===== config.mk =====
export PLATFORM = sky130hd
export DESIGN_NAME = enemy_render_ctrl
export DESIGN_NICKNAME = d
export VERILOG_FILES = /design/src/rtl/enemy_render_ctrl.sv
export SDC_FILE = /design/constraint.sdc
export NUM_CORES = 1
export LEC_CHECK = 0
export CORE_ASPECT_RATIO = 0.8
export CORE_MARGIN = 5
export CORE_UTILIZATION = 56
export CTS_BUF_LIST = sky130_fd_sc_hd__clkbuf_4 sky130_fd_sc_hd__clkbuf_8
export CTS_CLUSTER_DIAMETER = 150
export CTS_CLUSTER_SIZE = 14
export DETAILED_ROUTE_END_ITERATION = 8
export MAX_ROUTING_LAYER = met4
export PLACE_DENSITY = 0.81
export SETUP_SLACK_MARGIN = 0.15
export SLEW_MARGIN = 0
export SYNTH_ARGS = -nofsm -noshare
export SYNTH_HDL_FRONTEND = slang
export SYNTH_SLANG_ARGS = --single-unit

===== constraint.sdc =====
create_clock -name clk -period 4.2 [get_ports clk]
set_input_delay 1.26 -clock clk [delete_from_list [all_inputs] [get_ports clk]]
set_output_delay 1.26 -clock clk [all_outputs]
set_load 0.02 [all_outputs]

===== src/rtl/enemy_render_ctrl.sv =====
// rtl/enemy_render_ctrl.sv - enemy sprite erase/draw render controller
//
// Runs one render cycle per enable: it requests a position update from the
// enemy datapath, then erases the previously drawn sprite and draws the
// new one as a SIZE x SIZE square, one pixel per clock, row-major.
//
// Parameters:
//   SIZE       sprite edge length in pixels (1..8)
//   BG_COLOUR  colour written when erasing the old sprite
//
// Ports:
//   clk, reset            system clock, asynchronous active-high reset
//   enable                start a render cycle (sampled in IDLE only)
//   doneUpdate            datapath completion pulse (honoured in REQ only)
//   enemy_x/y/colour      datapath sprite position and colour
//   UpdateEnemy           update request to the datapath (high in REQ)
//   plot                  pixel write strobe (low for off-screen pixels)
//   vga_x/vga_y/colour    registered pixel coordinate and colour
//   frame_done            one-cycle pulse at the end of a render cycle
//
// Build macro:
//   ENEMY_RENDER_ERASE_EN  when defined, the old sprite is erased before
//                          each draw; when undefined there is no ERASE state.

module enemy_render_ctrl #(
    parameter int         SIZE      = 4,
    parameter logic [2:0] BG_COLOUR = 3'b000
) (
    input  logic       clk,
    input  logic       reset,
    input  logic       enable,
    input  logic       doneUpdate,
    input  logic [7:0] enemy_x,
    input  logic [6:0] enemy_y,
    input  logic [2:0] enemy_colour,
    output logic       UpdateEnemy,
    output logic       plot,
    output logic [7:0] vga_x,
    output logic [6:0] vga_y,
    output logic [2:0] vga_colour,
    output logic       frame_done
);

    localparam logic [2:0] IDLE  = 3'd0;
    localparam logic [2:0] REQ   = 3'd1;
    localparam logic [2:0] ERASE = 3'd2;
    localparam logic [2:0] DRAW  = 3'd3;
    localparam logic [2:0] DONE  = 3'd4;

    localparam logic [2:0] LAST = 3'(SIZE - 1);

    logic [2:0] state, state_n;
    logic [2:0] px, px_n, py, py_n;
    logic [7:0] old_x, old_x_n, new_x, new_x_n;
    logic [6:0] old_y, old_y_n, new_y, new_y_n;
    logic [2:0] new_col, new_col_n;
    logic       first_frame, first_frame_n;
    logic       upd_n, plot_n, fd_n;
    logic [7:0] x_n;
    logic [6:0] y_n;
    logic [2:0] col_n;

    // Pixel selected for the coming cycle: base + offset, and its colour.
    logic       scan;
    logic [7:0] base_x;
    logic [6:0] base_y;
    logic [2:0] off_x, off_y, scan_col;

    logic       last_pix;
    logic [2:0] adv_px, adv_py;

    assign last_pix = (px == LAST) && (py == LAST);

    // Row-major step: x offset fastest, wrap into the next row.
    always_comb begin
        if (px == LAST) begin
            adv_px = 3'd0;
            adv_py = py + 3'd1;
        end else begin
            adv_px = px + 3'd1;
            adv_py = py;
        end
    end

    always_comb begin
        state_n       = state;
        px_n          = px;
        py_n          = py;
        old_x_n       = old_x;
        old_y_n       = old_y;
        new_x_n       = new_x;
        new_y_n       = new_y;
        new_col_n     = new_col;
        first_frame_n = first_frame;
        upd_n         = 1'b0;
        fd_n          = 1'b0;
        scan          = 1'b0;
        base_x        = old_x;
        base_y        = old_y;
        off_x         = 3'd0;
        off_y         = 3'd0;
        scan_col      = BG_COLOUR;

        case (state)
            IDLE: begin
                if (enable) begin
                    state_n = REQ;
                    upd_n   = 1'b1;
                end
            end

            REQ: begin
                if (!doneUpdate) begin
                    upd_n = 1'b1;
                end else begin
                    new_x_n   = enemy_x;
                    new_y_n   = enemy_y;
                    new_col_n = enemy_colour;
                    px_n      = 3'd0;
                    py_n      = 3'd0;
                    scan      = 1'b1;
`ifdef ENEMY_RENDER_ERASE_EN
                    if (!first_frame) begin
                        state_n = ERASE;
                    end else
`endif
                    begin
                        // New position is latched on this same edge, so the
                        // first draw pixel comes straight from the inputs.
                        state_n  = DRAW;
                        base_x   = enemy_x;
                        base_y   = enemy_y;
                        scan_col = enemy_colour;
                    end
                end
            end

`ifdef ENEMY_RENDER_ERASE_EN
            ERASE: begin
                scan = 1'b1;
                if (last_pix) begin
                    state_n  = DRAW;
                    px_n     = 3'd0;
                    py_n     = 3'd0;
                    base_x   = new_x;
                    base_y   = new_y;
                    scan_col = new_col;
                end else begin
                    px_n  = adv_px;
                    py_n  = adv_py;
                    off_x = adv_px;
                    off_y = adv_py;
                end
            end
`endif

            DRAW: begin
                if (last_pix) begin
                    state_n = DONE;
                    px_n    = 3'd0;
                    py_n    = 3'd0;
                    fd_n    = 1'b1;
                end else begin
                    scan     = 1'b1;
                    px_n     = adv_px;
                    py_n     = adv_py;
                    base_x   = new_x;
                    base_y   = new_y;
                    off_x    = adv_px;
                    off_y    = adv_py;
                    scan_col = new_col;
                end
            end

            DONE: begin
                old_x_n       = new_x;
                old_y_n       = new_y;
                first_frame_n = 1'b0;
                state_n       = IDLE;
            end

            default: state_n = IDLE;
        endcase
    end

    // Coordinates wrap by truncation; wrapped or out-of-range pixels still
    // take their cycle but are not plotted.
    always_comb begin
        x_n    = vga_x;
        y_n    = vga_y;
        col_n  = vga_colour;
        plot_n = 1'b0;
        if (scan) begin
            x_n    = base_x + {5'd0, off_x};
            y_n    = base_y + {4'd0, off_y};
            col_n  = scan_col;
            plot_n = (x_n <= 8'd159) && (y_n <= 7'd119);
        end
    end

    always_ff @(posedge clk or posedge reset) begin
        if (reset) begin
            state       <= IDLE;
            px          <= 3'd0;
            py          <= 3'd0;
            old_x       <= 8'd0;
            old_y       <= 7'd0;
            new_x       <= 8'd0;
            new_y       <= 7'd0;
            new_col     <= 3'd0;
            first_frame <= 1'b1;
            UpdateEnemy <= 1'b0;
            plot        <= 1'b0;
            frame_done  <= 1'b0;
            vga_x       <= 8'd0;
            vga_y       <= 7'd0;
            vga_colour  <= 3'd0;
        end else begin
            state       <= state_n;
            px          <= px_n;
            py          <= py_n;
            old_x       <= old_x_n;
            old_y       <= old_y_n;
            new_x       <= new_x_n;
            new_y       <= new_y_n;
            new_col     <= new_col_n;
            first_frame <= first_frame_n;
            UpdateEnemy <= upd_n;
            plot        <= plot_n;
            frame_done  <= fd_n;
            vga_x       <= x_n;
            vga_y       <= y_n;
            vga_colour  <= col_n;
        end
    end

endmodule


Yosys cells after proc, flatten, opt, wreduce, memory -nomap -nowiden
Index checks and enable logic that the tools add are counted.
{"block": "totals", "ff_bits": 63, "in_bits": 22, "output_inout_bits": 21, "elab_cells": 66}
{"block": "classes", "addsub": 4, "n_lt_le_gt_ge": 2, "n_eq_ne": 8, "mux": 31, "n_reduce_logical": 7}
{"operator": "two-way mux 3 bit", "count": 12}
{"operator": "one-hot mux 3 bit (2 select lines)", "count": 3}
{"operator": "two-way mux 8 bit", "count": 2}
{"operator": "one-hot mux 8 bit (2 select lines)", "count": 1}
{"operator": "two-way mux 7 bit", "count": 2}
{"operator": "one-hot mux 7 bit (2 select lines)", "count": 1}
{"operator": "== test 3 x 2 -> 1 bit, second input constant", "count": 3}
{"operator": "one-hot mux 3 bit (3 select lines)", "count": 1}
{"operator": "adder 8 x 3 -> 8 bit", "count": 1}
{"operator": "less-or-equal comparator 8 bit, second input constant", "count": 1}
{"operator": "adder 7 x 3 -> 7 bit", "count": 1}
{"operator": "less-or-equal comparator 7 bit, second input constant", "count": 1}
{"operator": "two-way mux 1 bit", "count": 7}
{"operator": "adder 3 x 1 -> 3 bit, second input constant", "count": 2}
{"operator": "!= test 2 bit, second input constant", "count": 3}
{"operator": "one-hot mux 1 bit (2 select lines)", "count": 2}
{"operator": "AND reduction 2 bit", "count": 2}
{"operator": "== test 3 x 1 -> 1 bit, second input constant", "count": 1}
{"operator": "== test 3 bit, second input constant", "count": 1}
{"operator": "logical NOT 3 bit", "count": 1}
{"operator": "AND reduction 3 bit", "count": 1}
{"operator": "logical AND 1 bit", "count": 2}
{"operator": "nonzero test 2 bit", "count": 1}

Depth between registers and ports, before layout
Gate-level depths: netlist of the first run.
{"block": "depth", "depth_word": 8, "mapped_depth": 16, "depth_no_buf": 14}

Worst setup path after synthesis of the first run
OpenSTA, ideal clock, no wires.
{"block": "synth_timing", "path_kind": "in2reg", "startpoint": "in doneUpdate", "endpoint": "reg plot", "setup_ns": 0.111, "t_arrival_ns": 3.640, "required_time_ns": 4.089, "setup_slack_ns": 0.449, "cell_stages": 13, "path_buffers": 3, "path_cell_list": "nor2_1 -> or3_1 -> buf_6 -> clkbuf_1 -> clkbuf_1 -> a22oi_1 -> nand2_1 -> ha_1 -> fa_1 -> a21o_1 -> xnor2_2 -> o22ai_1 -> a222oi_1"}
{"block": "synth_via", "elab_chain_cells": 6, "elab_cells_between_ends": 12, "classes_between": "2 x add/sub; 2 x order compare; 7 x mux; 1 x reduce/logical"}
{"item": "start: declaration", "line_no": "32", "source": "input logic doneUpdate,"}
{"item": "two-way mux 8 bit / two-way mux 7 bit (equally long branches)", "line_no": "113", "source": "if (!doneUpdate) begin"}
{"item": "one-hot mux 8 bit (2 select lines) / one-hot mux 7 bit (2 select lines) (equally long branches)", "line_no": "104", "source": "case (state)"}
{"item": "adder 8 x 3 -> 8 bit / adder 7 x 3 -> 7 bit (equally long branches)", "line_no": "194, 195"}
{"item": "less-or-equal comparator 8 bit / less-or-equal comparator 7 bit (equally long branches)", "line_no": "197", "source": "plot_n = (x_n <= 8'd159) && (y_n <= 7'd119);"}
{"item": "logical AND 1 bit", "line_no": "197"}
{"item": "two-way mux 1 bit (*)", "line_no": "193", "source": "if (scan) begin"}
{"item": "net plot_n", "line_no": "58", "source": "logic upd_n, plot_n, fd_n;"}
{"item": "end signal: assignment", "line_no": "229", "source": "plot <= plot_n;"}
{"item": "end: declaration", "line_no": "37", "source": "output logic plot,"}
Mark *: on every way through the listed nets, which the timed path passes. The rest lies on a longest branch.
A chain may end at the register's enable or synchronous reset.

Final worst setup path of the first run
Same ends and word-level chain as after synthesis.

==> metrics.txt, run 1 <==
worst path bufs/invs 1; final setup fails 0; initial antenna violation count 0; crit path launch doneUpdate; PD cells 656 nW/um^2; hold path start vga_y[6]; Util after Layout 70.3%; Root Buffer clkbuf_8; crit path DAT 4.02 ns; Slew headroom 18.2%; initial core utilization 56.9%; TritonCTS clock tree built; clock sinks 62; Tot GR Track Use 21.8%; worst path cell trace clkdlybuf4s50_1 -> nor2_1 -> or3_1 -> a22oi_1 -> nand2_1 -> ha_1 -> fa_1 -> a21o_1 -> xnor2_2 -> o22ai_1 -> a222oi_1; CP endpoint kind flip-flop; Slew Limit Fails 0; share of layout cells above drive strength 1 between 10 and 15%; post-synth top area share between 50% and 60%; area leader, netlist dfrtp_1; die area 7090 um^2; Mapped Area 3080 um^2; wire per inst 16.6 um; max-cap violations 0; crit path max fanout 8; Pleak 1.91 nW; CTS buffer count 9; Setup Skew about 0.0069 ns; Post-synth top cells 80 x nand2_1, 62 x dfrtp_1, 14 x mux2_2; most frequent cell after synthesis nand2_1; Die Width 92.9 um; Hold WC Path Type flip-flop to flip-flop; Worst Tran Pin Value between 1 and 1.5 ns; CP Launch Type input pin; final hold viol count 0; number of synthesized flops with an enable pin 0; DR pass1 iterations 4; Slowest cell on crit path clkdlybuf4s50_1; GP Congestion 0.858; Critical R2R Launch py[0]; fin nets 380; GRT Residual Overflow 0; Post-Layout Cell Count 416; IO buf count 42; Mapped Cells 300; Clock Path Buffers 2; yosys warns 0; Core ar. 5410 um^2; syn_area_per_cell 10.3 um^2; DRT iter0 DRCs 145; first-pass GRT wire length 11600 um; Die Ht 76.3 um; setup TNS 0 ns; Vias per Instance 5.66; outcome completed; CP delay by family, top compound AO/OA/AOI/OAI gates; minimum clock period 3.79 ns; Final period util roughly 90%; total number of vias 2354; synthesis-to-finish area growth 23.5%; vias in the first global route about 2300; post-synth cell types 45; FFs w/ async S/R, synth 100%; H-tree levels 3; largest net degree at the start of global routing 42; Worst Path Class, Setup input pin to flip-flop; Worst Hold Slack 0.477 ns; drt total wl 6890 um; top_reg_cell synth dfrtp_1; Crit path required time 4.43 ns; Post-DRT Antenna Nets 0; # diodes 0; Max Clk Rate 264 MHz; io pins between 40 and 50; slowest stage delay, CP 0.51 ns; syn_nets 334; DRC Markers 0; Setup Fix Bufs, Post-CTS 0; Seq/Total Area, Yosys 50.4%; Detailed Place HPWL ~5000 um; IR drop worst, VDD 0.000286 V; unrepaired setup endpoints after global routing no; cell row count 24; placed cells 400; Skew-Pair Late Insertion Delay approximately 0.34 ns; clk slew on worst S/H paths 0.07 ns; synth top area cells dfrtp_1 50%, nand2_1 9.8%, mux2_2 5.1%; #FFs+latches synth a little over 60
[path summary, 6_finish.rpt]
kind,to,slack (ns),cells past startpoint
setup / recovery,plot,0.41,11
hold / removal,vga_y[6],0.48,2
setup reg to reg,vga_x[6],0.67,13
hold reg to reg,vga_y[6],0.48,2
max in group asynchronous,new_x[3],2.04,3
min in group asynchronous,new_y[2],1.26,2
[through the flow]
step,power [mW],cell area [um^2],setup slack (ns)
floorplan,1.56,3080,0.449
global placement,1.86,3570,0.119
detailed placement,1.91,3570,0.00223
CTS,2.50,3790,0.359
global route,2.67,3800,0.254
finish,2.49,3800,0.415
[tightest hold or removal path, delay by kind of cell (launching register included)]
kind / cells / cell delay [ns]
compound gates: 1 / 0.06
simple gates: 1 / 0.04
flops: 1 / 0.34
[cell type report]
class	count	area [um^2]
flip-flops and latches	62	1550
repair buffers	50	480
inverters	9	33.8
clock inverters	4	70.1
fillers	418	1610
well taps	65	81.3
clock buffers	12	153
multi-input cells	214	1430
[state kept, by name (all words and copies together) (netlist names), 6 cells and up]
register / count
vga_x: 8
vga_y: 7
new_x: 8
new_y: 7
old_x: 8
old_y: 6
[cell usage in the layout (no fill, tap or decap), types with 5 or more instances in the layout]
master,netlist,layout
nand2_1,80,80
dfrtp_1,62,62
clkdlybuf4s50_1,0,42
mux2_2,14,14
a21o_1,13,13
o21ai_0,13,13
a22oi_1,10,10
ha_1,10,10
clkbuf_8,0,10
nor2_1,9,9
xnor2_1,9,9
inv_1,9,8
buf_4,0,8
and2_1,5,5
[power breakdown]
group | internal, mW | switching [mW] | total, mW
logic | 0.415 | 0.581 | 0.996
clock network | 0.362 | 0.228 | 0.590
registers | 0.775 | 0.132 | 0.907
total | 1.55 | 0.942 | 2.49
[repair_timing]
action | 4_1_cts | 5_1_grt
gates resized for setup | 0 | 1
hold buffers | 0 | 0
endpoints found under the setup margin | 0 | 2
[metal layers]
layer	GRT usage (%)	wire length, um
met5	-	0
met1	29.1	3160
met3	6.52	479
met4	6.73	94
met2	32.1	3150
[logic make-up (layout without fill, tap and decap cells)]
family          count (synthesis)  in the layout  share of synthesized area, %
simple gates                  114            114                          16.8
flops                          62             62                          50.4
mux                            16             16                          5.77
buf+inv                        24             75                          3.50
compound gates                 59             59                          14.2
xor+xnor                       13             13                          3.95
fa+ha+maj                      12             12                          5.37
No activity file was read; power rests on OpenSTA's default activity.
==> run 2, diff against run 1 <==
==> constraint.sdc (replaced) <==
create_clock -name clk -period 4.15 [get_ports clk]
set_input_delay 1.245 -clock clk [delete_from_list [all_inputs] [get_ports clk]]
set_output_delay 1.245 -clock clk [all_outputs]
set_load 0.02 [all_outputs]
==> metrics.txt, run 2 (same netlist as run 1, synthesis figures left out) <==
die area approximately 7100 um^2; GP Congestion 0.859; reg2reg setup slack 0.76 ns; Critical R2R Launch px[0]; total number of vias 2405; Clock Path Buffers 2; first-pass GRT wire length about 12000 um; placed cells 400; initial antenna violation count 0; sequential fraction of design power 38.1%; max-cap violations 0; fill cell count approximately 420; most frequent CP cell nand2_1; worst path cell trace clkdlybuf4s50_1 -> nor2_1 -> or3_4 -> buf_4 -> a22oi_1 -> nand2_1 -> ha_1 -> a21o_1 -> a21oi_1 -> inv_1 -> nand2_1 -> o22ai_1 -> a222oi_1; Vias per Instance 5.81; DR pass1 iterations 4; GRT Residual Overflow 0; Slew headroom 37.9%; drt total wl 6810 um; IR drop worst, VDD 0.000289 V; DRT iter0 DRCs 143; io pins 43; wire per inst 16.5 um; final worst slack ~0.38 ns; DP Worst Slack -0.0461 ns; Core ar. roughly 5400 um^2; worst path bufs/invs 3; Worst Hold Slack about 0.48 ns; Clock power frac between 20% and 30%; unrepaired setup endpoints after global routing no; # diodes 0; Worst Path Class, Setup input pin to flip-flop; most common cell after layout, fill and taps aside nand2_1; Die Ht 76.3 um; Hold WC Path Type flip-flop to flip-flop; fin nets 380; CP Launch Type input pin; Slowest cell on crit path clkdlybuf4s50_1; Skew-Pair Late Insertion Delay ~0.34 ns; crit path DAT 3.99 ns; switching share of total power 38.8%; IO buf count between 40 and 50; most frequent cells in the layout 80 x nand2_1, 62 x dfrtp_1, 42 x clkdlybuf4s50_1; Root Buffer clkbuf_8; Post-Layout Cell Count between 400 and 500; Tot GR Track Use 21.7%; vias in the first global route 2509; Comb pwr share 41.9%; largest net degree at the start of global routing 43; CP delay by family, top compound AO/OA/AOI/OAI gates; minimum clock period 3.77 ns; Die Width 92.9 um; initial core utilization 56.9%; H-tree levels 3; final setup fails 0; TritonCTS clock tree built; final hold viol count 0; synthesis-to-finish area growth 22.2%; NetSw 0.936 mW; crit path launch doneUpdate; Top Registers new_x (8), old_x (8), vga_x (8); DRC Markers 0; Post-DRT Antenna Nets 0; hold path start new_col[0]; Detailed Place HPWL 4920 um; internal power approximately 1.5 mW; CTS buffer count 9; Worst Tran Pin Value 0.932 ns; crit path max fanout 7; outcome completed; slowest stage delay, CP 0.52 ns; Slew Limit Fails 0; Pleak 1.89 nW; share of layout cells above drive strength 1 13.8%; clock sinks between 60 and 70; Setup Skew ~0.008 ns; cell row count 24; Final period util 90.8%; PD cells approximately 640 nW/um^2; Crit path required time 4.38 ns; Max Clk Rate 265 MHz; CP endpoint kind flip-flop; Util after Layout between 60% and 70%; clk slew on worst S/H paths 0.06 ns
run 2: cell count changes in the layout (fill, tap and decap cells not counted):
cell       before  now
bufinv_16       2    0
clkbuf_8       10   12
or3_4           0    1
clkbuf_4        2    1
or3_1           2    1
clkinv_2        2    1
run 2: area by class of cell:
type	count	area (um^2)	area share, %
Tap cell	65	81.3	2.16
Inverter	9	33.8	0.899
Multi-Input combinational cell	214	1430	38.1
Sequential cell	62	1550	41.3
Timing Repair Buffer	50	480	12.8
Clock buffer	13	173	4.59
Clock inverter	1	5.00	0.133
run 2: layer usage:
| metal | global-route usage, % | vias up | routed length [um] |
|---|---|---|---|
| li1 | - | 1132 | - |
| met1 | 28.8 | 1181 | 3090 |
| met3 | 7.21 | 10 | 511 |
| met2 | 32.4 | 82 | 3130 |
| met4 | 5.42 | 0 | 76 |
| met5 | - | - | 0 |
run 2: worst paths after layout:
| path | to | cells past startpoint |
|---|---|---|
| max | plot | 13 |
| min | new_col[0] | 2 |
| min in group asynchronous | new_y[5] | 2 |
| min reg2reg | new_col[0] | 2 |
| max reg2reg | plot | 13 |
| max in group asynchronous | state[1] | 3 |
run 2: metrics by stage:
step / setup TNS (ns) / total power [mW] / area [um^2]
global placement: 0 / 1.89 / 3570
finish: 0 / 2.41 / 3760
global route: 0 / 2.59 / 3760
detailed placement: -0.0706 / 1.93 / 3570
CTS: 0 / 2.42 / 3750
floorplan: 0 / 1.58 / 3080
run 2: what timing repair did:
action                     4_1_cts  5_1_grt
setup endpoints to repair        0        2
hold endpoints to repair         0        0
resized for setup                0        2
hold buffers                     0        0
setup buffers                    0        0
run 2: power by group through the flow:
stage / combinational [mW] / clock [mW] / sequential [mW]
2_1_floorplan: 0.619 / 0 / 0.964
3_3_place_gp: 0.971 / 0 / 0.918
3_5_place_dp: 1.00 / 0 / 0.927
4_1_cts: 1.01 / 0.487 / 0.917
5_1_grt: 1.13 / 0.519 / 0.942
6_report: 1.01 / 0.482 / 0.918
run 2: tightest hold or removal path, cell delays in order (launching register included):
cell and delay [ns]:
dfrtp_1 0.34, nand2_1 0.05, nand2_1 0.05
